===== config.mk =====
export PLATFORM = sky130hd
export DESIGN_NAME = shift_pipe
export DESIGN_NICKNAME = d
export VERILOG_FILES = /design/src/rtl/shift_pkg.sv /design/src/rtl/shift_core.sv /design/src/rtl/shift_pipe.sv
export SDC_FILE = /design/constraint.sdc
export NUM_CORES = 1
export LEC_CHECK = 0
export ABC_AREA = 1
export CAP_MARGIN = 20
export CORE_ASPECT_RATIO = 1.1
export CORE_MARGIN = 5
export CORE_UTILIZATION = 35
export CTS_CLUSTER_SIZE = 40
export DETAILED_ROUTE_END_ITERATION = 12
export GPL_TIMING_DRIVEN = 0
export PLACE_DENSITY_LB_ADDON = 0.12
export SYNTH_ARGS = -nofsm -noshare
export SYNTH_HDL_FRONTEND = slang
export SYNTH_SLANG_ARGS = --single-unit

===== constraint.sdc =====
create_clock -name clk -period 1.5 [get_ports clk]
set_clock_uncertainty 0.1 [all_clocks]
set_input_delay 0.15 -clock clk [delete_from_list [all_inputs] [get_ports clk]]
set_output_delay 0.15 -clock clk [all_outputs]
set_load 0.01 [all_outputs]

===== src/rtl/shift_pkg.sv =====
// Shared constants and opcode encoding for the shift pipeline.
// Rotate opcodes are only decoded when SHIFT_PIPE_ROTATE_EN is defined.
package shift_pkg;

  localparam int N_DEF = 16;
  localparam int C_DEF = 4;

  typedef enum logic [2:0] {
    OP_SLL = 3'b000,
    OP_SRL = 3'b001,
    OP_SRA = 3'b010,
    OP_ROL = 3'b011,
    OP_ROR = 3'b100
  } op_e;

endpackage


===== src/rtl/shift_core.sv =====
// Combinational N-bit shifter/rotator between the two pipeline stages.
// Rotates exist only with SHIFT_PIPE_ROTATE_EN; otherwise they decode as illegal.
import shift_pkg::*;

module shift_core #(
  parameter int N = N_DEF,
  parameter int C = C_DEF
) (
  input  logic [N-1:0] data,
  input  logic [C-1:0] cnt,
  input  logic [2:0]   op,
  output logic [N-1:0] res,
  output logic         err
);

  always_comb begin
    res = data;
    err = 1'b0;
    unique case (1'b1)
      (op == OP_SLL): res = data << cnt;
      (op == OP_SRL): res = data >> cnt;
      (op == OP_SRA): res = N'($signed(data) >>> cnt);
`ifdef SHIFT_PIPE_ROTATE_EN
      // A shift by N yields zero, so cnt == 0 passes data through.
      (op == OP_ROL): res = (data << cnt) | (data >> (N - int'(cnt)));
      (op == OP_ROR): res = (data >> cnt) | (data << (N - int'(cnt)));
`endif
      default: err = 1'b1;
    endcase
  end

endmodule


===== src/rtl/shift_pipe.sv =====
// Two-stage valid/ready shift pipeline: S1 holds operands, S2 the result.
// Define SHIFT_PIPE_ROTATE_EN to enable ROL/ROR.
import shift_pkg::*;

module shift_pipe #(
  parameter int N = N_DEF,
  parameter int C = C_DEF
) (
  input  logic         clk,
  input  logic         rst,
  input  logic         in_valid,
  output logic         in_ready,
  input  logic [N-1:0] in_data,
  input  logic [C-1:0] in_cnt,
  input  logic [2:0]   in_op,
  output logic         out_valid,
  input  logic         out_ready,
  output logic [N-1:0] out_data,
  output logic         out_zero,
  output logic         out_err
);

  logic         s1_v;
  logic [N-1:0] s1_data;
  logic [C-1:0] s1_cnt;
  logic [2:0]   s1_op;
  logic         s2_v;
  logic         s2_adv;
  logic [N-1:0] res;
  logic         err;

  assign s2_adv    = !s2_v || out_ready;
  assign in_ready  = !s1_v || s2_adv;
  assign out_valid = s2_v;

  shift_core #(
    .N(N),
    .C(C)
  ) u_core (
    .data(s1_data),
    .cnt (s1_cnt),
    .op  (s1_op),
    .res (res),
    .err (err)
  );

  always_ff @(posedge clk) begin
    if (rst) begin
      s1_v     <= 1'b0;
      s2_v     <= 1'b0;
      s1_data  <= '0;
      s1_cnt   <= '0;
      s1_op    <= '0;
      out_data <= '0;
      out_zero <= 1'b0;
      out_err  <= 1'b0;
    end else begin
      if (in_ready) begin
        s1_v <= in_valid;
      end
      if (in_valid && in_ready) begin
        s1_data <= in_data;
        s1_cnt  <= in_cnt;
        s1_op   <= in_op;
      end
      if (s2_adv) begin
        s2_v <= s1_v;
        if (s1_v) begin
          out_data <= res;
          out_zero <= (res == '0);
          out_err  <= err;
        end
      end
    end
  end

endmodule


**After elaboration in Yosys (flattened, before gate mapping)**

Index checks and enable logic that the tools add are counted.

- Logic and storage cells: 24
- Flip-flop bits (word level): 43
- Output and inout port bits: 20
- Input bits: 27

- Reductions and logical operators: 9
- Mux-type cells: 2
- Equality and inequality tests: 2
- Shift operators: 3

Operator list:

| cell | number |
|---|---|
| $pmux 16 s3 | 1 |
| $logic_not 16->1 | 1 |
| $shl 16x4->16 | 1 |
| $shr 16x4->16 | 1 |
| $sshr 16x4->16 | 1 |
| $eq 3x1->1 const B | 1 |
| $eq 3x2->1 const B | 1 |
| $logic_not 3->1 | 1 |
| $reduce_or 3->1 | 1 |
| $logic_not 1->1 | 2 |
| $logic_or 1x1->1 | 2 |
| $reduce_and 2->1 | 1 |
| $logic_and 1x1->1 | 1 |
| $mux 1 | 1 |

**Depth between registers and ports, before layout**

- Depth after elaboration: 4
- Gate-level depth with buffers: 17
- Gate-level depth less buffers: 16

**Modules after synthesis**

A second synthesis with hierarchy kept.

- Cell total of the unflattened synthesis: 549
- Area, all modules: 3352.0 um2

By module, submodules not included:

| module | times used | sequential area each (um2) | cells an instance | area an instance (um2) |
|---|---|---|---|---|
| shift_core | 1 | 0.0 | 350 | 1724.2 |
| shift_pipe | 1 | 860.8 | 199 | 1627.8 |

**Worst setup path before layout**

Ideal clock, no wire load.

- Path kind: register -> register
- From: register s1_cnt[0]
- To: register out_zero
- Data required time: 1334 ps
- Cell stages (with the launch flop): 15
- Path slack: -176 ps
- Arrival time: 1510 ps
- Path buffers: 2
- Period minus slack after synthesis: 1676 ps
- Library setup time: 66 ps
- Cells stage by stage: dfxtp_1 > buf_6 > inv_6 > buf_12 > nand2_4 > nand3_1 > nand3_1 > nor2_1 > nor2_1 > nand2_1 > a21oi_2 > nand3_1 > nor2_1 > nand3_1 > a21oi_2

- Word-level cells in the longest chain between the ends: 3
- Elaborated cells between the ends (all ways): 5
- Classes of those cells: shift (3); mux (1); reduce/logical (1)

RTL lines:

| item | line | text |
|---|---|---|
| from (decl) | shift_pipe.sv:25 | `logic [C-1:0] s1_cnt;` |
| from (signal assigned) | shift_pipe.sv:63 | `s1_cnt <= in_cnt;` |
| $sshr 16x4->16, or another cell as far along | shift_core.sv:22 | `(op == OP_SRA): res = N'($signed(data) >>> cnt);` |
| $pmux 16 s3 (*) | shift_core.sv:19 | `unique case (1'b1)` |
| $logic_not 16->1 (*) | shift_pipe.sv:70 | `out_zero <= (res == '0);` |
| to (signal assigned) | shift_pipe.sv:70 |  |
| to (decl) | shift_pipe.sv:19 | `output logic out_zero,` |

Every way passes the cells marked *; elsewhere a longest branch is shown, timed or not.
A chain may end at the register's enable or synchronous reset.

**Worst setup path in the final report**

Ends and elaborated chain as after synthesis.

==> reports/metrics.yaml <==
period_share_pct: 132.5
num_rows: 36
sequential_share_of_the_synthesized_area_pct: 26.67
fin_tns_setup_ps: -4538
total_via_count_after_detailed_routing: 3948
minimum_setup_slack_after_placement_ps: -693.4
setup.worst_path.end: "out_zero"
detail_route.iter0.violations: 272
port_buffers: 46
route.antenna.remaining_nets: 0
initial_utilization_pct: 36.20
finalCriticalPeriod_ps: 1987
vdd_ir_drop_max_mv: 0.5114
worst_hold_slack_ps: 86.24
cts.reportedPaths.clkPinSlew_ps: 90
die_height_microns: 110.7
final_core_utilization_pct: 52.44
relSlewSlack_pct: 70.65
ff_to_ff_setup_slack_ps: -490
power.share.combinational_pct: 42.4
worst_ep_arrival_time_ps: 2130
rsz0062_at_grt: "yes"
timing.rr.start: "s1_cnt[0]"
wirelength_mm: 13.12
outcome: "complete, but fails checks"
clkLatencyLatePin_ps: 300
cts.htree.levels: 2
longest_individual_stage_delay_on_the_worst_path_ps: 340
overflow: 0
path_common_cell: "nand2_1"
seqPwrFrac_pct: 34.2
post_synthesis_cell_type_count: 33
routabilityCongestion: 0.9680
worstSetupStartpoint: "s1_cnt[0]"
number_of_clock_buffers_inserted_by_tritoncts: 5
detailed_placement_hpwl_mm: 10.12
mappedNetlistArea_sq_um: 3228
floorplan.core_area_sq_um: 8919
min-delay-path-class: "input port to flop"
path_cells: "buf_8, inv_8, buf_12, nand2_4, nand2_1, nand2_1, nand2_1, o21ai_2, o21ai_1, a21oi_2, nand2_1, nor2_1, nand3_1, a21oi_2"
powerDensity_nw_per_um2: 831.6
detailed_place.area_sq_um: 3854
n_antenna_cell: 0
synth_top_flop_cell: "dfxtp_1"
drv_cap: 0
worstHoldStart: "rst"
total_leakage_power_nw: 2.212
violated_checks: "negative setup slack"
switching_share_pct: 38.62
globalRouteTotalUtil_pct: 23.13
timing.critical_path.to_type: "flop"
cp-start-kind: "flop"
yosys_warnings: 0
p_clk_share_pct: 23.4
setup_violations: 17
synthesis.instances: 547
route.detailed.vias_per_inst: 5.350
syn-num-nets: 574
timing.final.max_slew_violations: 0
clock_path_buffers: 2
area_growth_syn_to_layout_pct: 44.88
internal-power_mw: 2.387
tritoncts_num_sinks: 43
syn_area_cell_sq_um: 5.901
cts-root-buf: "clkbuf_8"
critical-path-slowest-cell: "dfxtp_2"
fin_total_pwr_mw: 3.889
achievable-frequency_mhz: 503.3
boundaryPins: 47
fin_nets: 651
timing.critical_path.fanout_max: 11
synth_edf_count: 0
grt_start_max_net_pins: 14
route.detailed.wl_per_inst_microns: 17.77
filler_cell_count: 949
setup.worst_path.class: "flop to flop"
worst_r2r_path_depth: 14
antenna_violations_before_repair: 0
final_cells: 738
final_cell_area_sq_um: 4677
postSynth.asyncResetShare_pct: 0
worst_r2r_endpoint: "out_zero"
drt_pass1_iterations: 5
die-area_sq_um: 11250
die_width_microns: 101.6
share_of_final_layout_standard_cells_stronger_than_drive_strength_1_pct: 29.81
setup_slack_ps: -486.8
number_of_flip_flops_and_latches_in_the_synthesized_netlist: 43
worst_ep_required_time_ps: 1640
post-place-cells: 707
drc_errors: 0
measured_slew_at_the_worst_slew_check_pin_ps: 439.6
grt_first_pass_wirelength_mm: 20.20
hold_viol_final: 0
grt_pass1_vias: 3817
total_switching_power_mw: 1.502
cts_tree: "built"
## power groups by stage
| stage | combinational, mW | sequential, mW | clock [mW] |
|---|---|---|---|
| after floorplan | 0.816 | 1.33 | 0 |
| after CTS | 1.46 | 1.32 | 0.930 |
| final | 1.65 | 1.33 | 0.910 |
| after global routing | 1.79 | 1.34 | 0.990 |
| after global placement | 1.29 | 1.34 | 0 |
| after detailed placement | 1.29 | 1.34 | 0 |
## kinds of logic after synthesis
kind of cell / Yosys count / share of synthesized area [%]
AO/OA/AOI/OAI: 88 / 15.12
buffers and inverters: 73 / 10.85
flip-flops: 43 / 26.67
AND/OR/NAND/NOR: 343 / 47.36
## per-layer routing
metal / track usage [%] / routed length [microns]
met5: 0 / 0
met4: 10.90 / 615
met3: 2.203 / 742
met2: 36.61 / 6151
met1: 31.17 / 5606
## critical path, delay by kind of cell, from the launching register on
family                 cells  cell delay, ps
DFF                        1             340
AOI/OAI and AO/OA          4             560
buffers and inverters      3             350
and+or+nand+nor            7             570
## cell type report
cell class / count / area (sq um) / area share (%)
clock buffers: 5 / 68.82 / 1.471
inverters: 43 / 181.4 / 3.879
repair buffers: 69 / 678.2 / 14.50
plain buffers: 30 / 250.2 / 5.350
flip-flops and latches: 43 / 869.6 / 18.59
repair inverters: 1 / 8.758 / 0.1873
multi-input cells: 431 / 2440 / 52.17
clock inverters: 2 / 37.54 / 0.8026
well taps: 114 / 142.6 / 3.050
## repair_timing
item / CTS / global route
setup buffers: 12 / 9
hold buffers: 0 / 0
resized for setup: 84 / 79
pin swaps: 12 / 30
gates cloned: 0 / 3
endpoints found under the setup margin: 33 / 42
## cell usage in the layout (no fill, tap or decap), types with 2 or more instances in the layout
cell type,n
nand2_1,127
nand3_1,63
nor2_1,43
clkdlybuf4s50_1,42
nand2_2,41
inv_1,39
dfxtp_1,38
o21ai_0,34
nand3_2,29
buf_4,25
a21oi_1,24
nor2_2,11
nand2_4,10
clkbuf_2,8
a21oi_2,8
o21ai_1,7
o211ai_1,6
nor2_4,5
nand4_1,5
clkbuf_8,5
buf_2,4
buf_6,4
buf_8,4
nand3_4,4
dfxtp_2,4
o21ai_2,3
clkbuf_4,2
clkbuf_1,2
buf_12,2
nand2_8,2
inv_2,2
clkbuf_16,2
dlymetal6s2s_1,2
dlygate4sd2_1,2
## how the worst min path moves through the flow
stage / depth (start not counted) / slack (ps) / end
final: 2 / 90 / out_zero
after global routing: 2 / 90 / out_zero
after CTS: 3 / 360 / s1_op[1]
after detailed placement: 2 / 370 / out_valid
after global placement: 2 / 360 / out_valid
after floorplan: 1 / 110 / out_zero
## sequential cells by signal (all words and copies together), names as in the netlist
register,flops
out_data,16
s1_data,16
out_err,1
s1_op,3
s1_v,1
out_zero,1
s1_cnt,4
out_valid,1
## cells in the mapped netlist, types with 2 or more instances
master / count / share of area [%]
nand3_1: 92 / 14
dfxtp_1: 43 / 27
o21ai_0: 42 / 6.5
nor2_2: 3 / 0.58
inv_2: 2 / 0.23
o21ai_1: 3 / 0.46
nand2_4: 4 / 1.4
inv_6: 2 / 0.54
nand2_1: 169 / 20
a21oi_2: 3 / 0.81
buf_6: 3 / 1.0
inv_1: 39 / 4.5
clkbuf_1: 11 / 1.3
nand3_2: 3 / 0.93
buf_4: 4 / 0.93
nand4_1: 5 / 0.97
a21oi_1: 29 / 4.5
nor3_1: 2 / 0.31
buf_2: 10 / 1.6
nor2_1: 55 / 6.4
o211ai_1: 6 / 1.4
nand2_2: 6 / 1.2
Note: power is estimated with default switching activity, not from simulation.
